[src/rtl/pulse_dispatcher.sv]
// Pulse dispatcher: pops one pulse entry at a time from a FWFT FIFO, waits for its start
// time on the global counter, then streams per-sample phase/amp/envelope words downstream.
module pulse_dispatcher #(
    parameter int FREQ_W     = 32,
    parameter int PHASE_W    = 16,
    parameter int AMP_W      = 16,
    parameter int TSTART_W   = 32,
    parameter int TLEN_W     = 16,
    parameter int ENV_ADDR_W = 10,
    parameter int ACC_W      = 32
) (
    input  logic                  clk,
    input  logic                  rst,
    input  logic                  enable,
    input  logic [TSTART_W-1:0]   counter,
    input  logic                  fifo_empty,
    output logic                  fifo_rd_en,
    input  logic [FREQ_W-1:0]     fifo_freq,
    input  logic [PHASE_W-1:0]    fifo_phase,
    input  logic [AMP_W-1:0]      fifo_amp,
    input  logic [TSTART_W-1:0]   fifo_tstart,
    input  logic [TLEN_W-1:0]     fifo_tlen,
    input  logic [ENV_ADDR_W-1:0] fifo_env_addr,
    output logic                  m_valid,
    input  logic                  m_ready,
    output logic [PHASE_W-1:0]    m_phase,
    output logic [AMP_W-1:0]      m_amp,
    output logic [ENV_ADDR_W-1:0] m_env_addr,
    output logic                  m_last,
    output logic                  busy,
    output logic                  late_flag,
    output logic [15:0]           pulses_done,
    output logic [1:0]            dbg_state
);

    // Stream handshake: a sample transfers on any cycle with m_valid && m_ready; while
    // m_valid is high and m_ready low every m_* output holds its value.
    typedef enum logic [1:0] {
        ST_IDLE = 2'd0,
        ST_WAIT = 2'd1,
        ST_PLAY = 2'd2
    } state_t;

    localparam logic [TLEN_W-1:0] TLEN_ONE = TLEN_W'(1);

    state_t                  r_state;
    logic [FREQ_W-1:0]       r_freq;
    logic [PHASE_W-1:0]      r_phase;
    logic [AMP_W-1:0]        r_amp;
    logic [TSTART_W-1:0]     r_tstart;
    logic [TLEN_W-1:0]       r_tlen;
    logic [ENV_ADDR_W-1:0]   r_env_base;
    logic [ACC_W-1:0]        r_acc;
    logic [TLEN_W-1:0]       r_idx;
    logic                    r_valid;
    logic                    r_late;
    logic                    r_wait_first;
    logic [15:0]             r_done;

    logic                    w_pop;
    logic signed [TSTART_W-1:0] w_delta;
    logic                    w_due;
    logic                    w_late_now;
    logic [TLEN_W-1:0]       w_tlen_m1;
    logic                    w_last;
    logic                    w_accept;
    logic [ACC_W-1:0]        w_acc_init;
    logic [ENV_ADDR_W-1:0]   w_idx_env;

    // Reset gates the pop so a pending FIFO head is never consumed during reset.
    assign w_pop      = (r_state == ST_IDLE) && enable && !fifo_empty && !rst;
    assign w_delta    = counter - r_tstart;
    assign w_due      = !w_delta[TSTART_W-1];
    assign w_late_now = w_due && (w_delta != '0);
    assign w_tlen_m1  = r_tlen - TLEN_ONE;
    assign w_last     = r_valid && (r_idx == w_tlen_m1);
    assign w_accept   = r_valid && m_ready;
    assign w_acc_init = ACC_W'(r_phase) << (ACC_W - PHASE_W);
    assign w_idx_env  = ENV_ADDR_W'(r_idx);

    always_ff @(posedge clk) begin
        if (rst) begin
            r_state      <= ST_IDLE;
            r_freq       <= '0;
            r_phase      <= '0;
            r_amp        <= '0;
            r_tstart     <= '0;
            r_tlen       <= '0;
            r_env_base   <= '0;
            r_acc        <= '0;
            r_idx        <= '0;
            r_valid      <= 1'b0;
            r_late       <= 1'b0;
            r_wait_first <= 1'b0;
            r_done       <= '0;
        end else begin
            case (r_state)
                ST_IDLE: begin
                    if (w_pop) begin
                        r_freq       <= fifo_freq;
                        r_phase      <= fifo_phase;
                        r_amp        <= fifo_amp;
                        r_tstart     <= fifo_tstart;
                        r_tlen       <= fifo_tlen;
                        r_env_base   <= fifo_env_addr;
                        r_wait_first <= 1'b1;
                        r_state      <= ST_WAIT;
                    end
                end
                ST_WAIT: begin
                    r_wait_first <= 1'b0;
                    // Lateness is judged only on the first WAIT cycle; later cycles reach d == 0 exactly.
                    if (r_wait_first && w_late_now) begin
                        r_late <= 1'b1;
                    end
                    if (r_tlen == '0) begin
                        r_state <= ST_IDLE;
                    end else if (w_due) begin
                        r_state <= ST_PLAY;
                        r_valid <= 1'b1;
                        r_acc   <= w_acc_init;
                        r_idx   <= '0;
                    end
                end
                ST_PLAY: begin
                    if (w_accept) begin
                        if (w_last) begin
                            r_valid <= 1'b0;
                            r_done  <= r_done + 16'd1;
                            r_state <= ST_IDLE;
                        end else begin
                            r_acc <= r_acc + ACC_W'(r_freq);
                            r_idx <= r_idx + TLEN_ONE;
                        end
                    end
                end
                default: begin
                    r_state <= ST_IDLE;
                end
            endcase
        end
    end

    assign fifo_rd_en  = w_pop;
    assign m_valid     = r_valid;
    assign m_phase     = r_acc[ACC_W-1 -: PHASE_W];
    assign m_amp       = r_amp;
    assign m_env_addr  = r_env_base + w_idx_env;
    assign m_last      = w_last;
    assign busy        = (r_state != ST_IDLE);
    assign late_flag   = r_late;
    assign pulses_done = r_done;
    assign dbg_state   = r_state;

endmodule

[config.mk]
export PLATFORM = sky130hd
export DESIGN_NAME = pulse_dispatcher
export DESIGN_NICKNAME = d
export VERILOG_FILES = /design/src/rtl/pulse_dispatcher.sv
export SDC_FILE = /design/constraint.sdc
export NUM_CORES = 1
export LEC_CHECK = 0
export CAP_MARGIN = 20
export CORE_AREA = 2 2 166 168
export DETAILED_ROUTE_END_ITERATION = 6
export DIE_AREA = 0 0 168 170
export DONT_BUFFER_PORTS = 1
export GPL_TIMING_DRIVEN = 0
export PLACE_DENSITY = 0.7
export SLEW_MARGIN = 20
export SYNTH_ARGS = -nofsm -noshare
export SYNTH_HDL_FRONTEND = slang
export SYNTH_SLANG_ARGS = --single-unit
[constraint.sdc]
create_clock -name clk -period 6.1 [get_ports clk]
set_input_delay 0.305 -clock clk [delete_from_list [all_inputs] [get_ports clk]]
set_output_delay 0.305 -clock clk [all_outputs]
set_load 0.02 [all_outputs]
==> parameters.txt <==
Parameter                              Value

Clock network
  Bufs on Longest Clock Path    2
  CTS-repair resized insts    0
  H-tree depth    4
  Total number of clock tree sinks    191
  Root buffer cell    sky130_fd_sc_hd__clkbuf_16
  Clock input transition at the sequential cells of the worst setup and hold paths    80 ps
  Number of buffers added by the clock tree synthesis step    17
  CTS tree    built
  Later-pin clock latency in the skew report    450 ps

Run status
  Status    completed

Critical path
  Max Fanout on Critical Path    10
  CP Class    flip-flop to flip-flop
  Arrival time at the worst endpoint    4480 ps
  Crit-path most repeated cell    sky130_fd_sc_hd__a21oi_1
  Slowest CP cell    sky130_fd_sc_hd__o21ai_0
  Cell-by-cell listing of the critical path    inv_1 > ha_1 > buf_2 > a21oi_1 > o21ai_0 > nor2_1 > a2111o_1 > a21oi_1 > a221oi_1 > xnor2_1 > a21oi_1 > buf_2 > buf_1 > a311oi_1
  Critical Path Max Stage Delay    590 ps
  Startpoint Class    flip-flop
  Required time reported for the critical path endpoint    6390 ps
  Crit path capture type    flip-flop

Timing
  Final hold vios    0
  Period minus WS final    4190 ps
  Final number of setup-violating endpoints    0
  Post-route fraction of the period consumed by the critical path    68.7%
  Unrepaired setup endpoints after global routing    false
  Final max-slew violation count    0
  Slew Limit Headroom    34.4%
  Fin Setup TNS    0 ps
  Max Clk Rate    239 MHz
  Clock tree skew after final layout    16.0 ps
  Actual slew at the worst max-slew pin    976 ps

Placement
  Number of cells in the design after placement    1858
  Port bufs    0
  HPWL after DPL    26000 µm
  Routability-driven placement congestion ratio    0.907

Cells and area
  Commonest non-fill, non-tap cell in the layout    sky130_fd_sc_hd__nand2_1
  Commonest cells after routing, fill and taps aside    sky130_fd_sc_hd__nand2_1 (310), sky130_fd_sc_hd__dfxtp_1 (191), sky130_fd_sc_hd__dlygate4sd3_1 (120)
  Layout area overhead    19.0%
  Fin cells    2011
  Total of fill cells in the finished design    2478
  Layout cell share with drive strength beyond 1    4.91%
  Final Net Count    1893

Global routing
  Wire length of the first global-routing pass    56700 µm
  Number of global-route vias before repair    11260
  Antenna violations before repair    1
  Largest net degree at the start of global routing    22
  Overall track demand over capacity in global routing    24.6%
  Total congestion overflow after global routing    0

Min path
  Classification of the worst-slack hold path    input port to flip-flop

Route
  Routed vias    11382
  Antenna violation net count after detailed routing    0
  DRC marker count from the first detailed-route iteration    712
  Post-detailed-route wirelength per cell    17.6 µm
  1st-pass router iterations    5
  Post-detailed-routing wire length    35400 µm
  DRC viols    0
  Detailed-route vias per instance    5.66

Floorplanning
  Floorplan die area    0.0286 mm²
  Horiz. Die Dim    168 µm
  Initial Utilization    44.4%
  Row count    60
  Placeable core region    0.0267 mm²
  Die span in y    170 µm
  Number of primary I/O pins    224

Power and ir drop
  Power density of the placed cells    222 mW/mm²
  Cell leakage power    5.82 nW
  Max IR drop VDD    134 µV
  Total power    3.13 mW

Logic synthesis
  Fraction of post-synthesis cell area in the top cell type by area    32.3%
  Cell Area, Synth    0.0118 mm²
  Synthesized area per cell    7.80 µm²
  Async set-or-reset flop fraction in the synthesized netlist    0%
  Post-synth EDFFs    0
  Largest area contributor in the synthesized netlist    sky130_fd_sc_hd__dfxtp_1
  Sequential element share of the synthesized area    32.3%
  Syn Inst Count    1517
  Synthesized flop and latch total    191
  Synthesized net count    1754
  Number of warnings reported in the yosys synthesis log    0
  Most used flip-flop cell after synthesis    sky130_fd_sc_hd__dfxtp_1
  Yosys cell types    77
  Most area-consuming cells after synthesis    sky130_fd_sc_hd__dfxtp_1 (32%), sky130_fd_sc_hd__nand2_1 (9.8%), sky130_fd_sc_hd__ha_1 (7.9%)

Run
  Maximum capacitance violations    0
-- cells in the mapped netlist (all sizes together), types with 28 or more instances --
| cell | n |
|---|---|
| nand2 | 310 |
| dfxtp | 191 |
| a21oi | 97 |
| nand3b | 89 |
| nor2 | 82 |
| ha | 75 |
| clkbuf | 62 |
| inv | 62 |
| o21ai | 48 |
| o31ai | 46 |
| nand3 | 44 |
| xnor2 | 44 |
| buf | 35 |
| xor2 | 34 |
| a21o | 28 |
-- worst max-delay path, delay by kind of cell (launching register included) --
family	cells	cell delay, ps
AO/OA/AOI/OAI	7	1990
XOR/XNOR	1	240
buffers and inverters	4	1090
flip-flops	1	310
AND/OR/NAND/NOR	1	150
adder cells (fa/ha/maj)	1	260
-- metal layers --
layer | up-vias | track usage, % | wire length [µm]
li1 | 5636 | - | -
met1 | 5300 | 31.0 | 15700
met4 | 0 | 9.19 | 1070
met5 | - | 0 | 0
met3 | 67 | 4.33 | 1910
met2 | 379 | 42.2 | 16700
-- state kept, by name, summed over array words and instances, names as in the netlist --
| name | count |
|---|---|
| r_freq | 32 |
| dbg_state | 2 |
| r_phase | 16 |
| r_wait_first | 1 |
| m_valid | 1 |
| late_flag | 1 |
| r_acc | 32 |
| m_amp | 16 |
| r_tstart | 32 |
| pulses_done | 16 |
| r_env_base | 10 |
| r_idx | 16 |
| r_tlen | 16 |
-- cell type report --
class                           count  area [µm²]  area share [%]
Antenna cell                        1        2.50          0.0178
Buffer                             97         453            3.22
Clock buffer                       17         425            3.02
Clock inverter                     15         183            1.30
Inverter                           62         233            1.65
Multi-Input combinational cell   1167        7330            52.1
Sequential cell                   191        3820            27.2
Tap cell                          341         427            3.03
Timing Repair Buffer              120        1200            8.53
-- worst paths after layout --
check,startpoint,depth (start not counted),slack (ps),to
max,r_tstart[8]$_SDFFE_PP0P_,14,1910,r_acc[29]$_SDFFE_PP0P_
min,fifo_phase[14],2,30,r_phase[14]$_SDFFE_PP0P_
max reg2reg,r_tstart[8]$_SDFFE_PP0P_,14,1910,r_acc[29]$_SDFFE_PP0P_
min reg2reg,r_acc[9]$_SDFFE_PP0P_,2,460,r_acc[9]$_SDFFE_PP0P_
-- power by group --
group / total [mW] / switching, mW / internal (mW)
logic: 0.624 / 0.364 / 0.260
clock network: 1.16 / 0.599 / 0.558
registers: 1.35 / 0.0465 / 1.30
total: 3.13 / 1.01 / 2.12
-- cells by family (layout without fill, tap and decap cells) --
group,after synthesis,in the layout,share of synthesized area [%]
other,0,1,0
muxes,9,9,0.772
and+or+nand+nor,665,665,27.9
DFF,191,191,32.3
adders and majority gates,78,78,8.44
buffers and inverters,159,311,5.79
AOI/OAI and AO/OA,337,337,19.0
xor gates and xnor gates,78,78,5.77
-- stage by stage --
| step | instance area, µm² | setup slack (ps) | util [%] | hold WS [ps] |
|---|---|---|---|---|
| floorplan | 11800 | 2920 | - | 404 |
| global placement | 12300 | 2010 | 46.0 | 405 |
| detailed placement | 12300 | 1980 | 46.0 | 409 |
| CTS | 14100 | 1970 | 52.8 | 1.71 |
| global route | 14100 | 1630 | 52.8 | 22.6 |
| finish | 14100 | 1910 | 52.8 | 27.7 |
-- what timing repair did --
| item | CTS | global route |
|---|---|---|
| buffers inserted | 0 | 0 |
| hold endpoints to repair | 120 | 0 |
| hold buffers | 120 | 0 |
(Power assumes the default switching activity.)
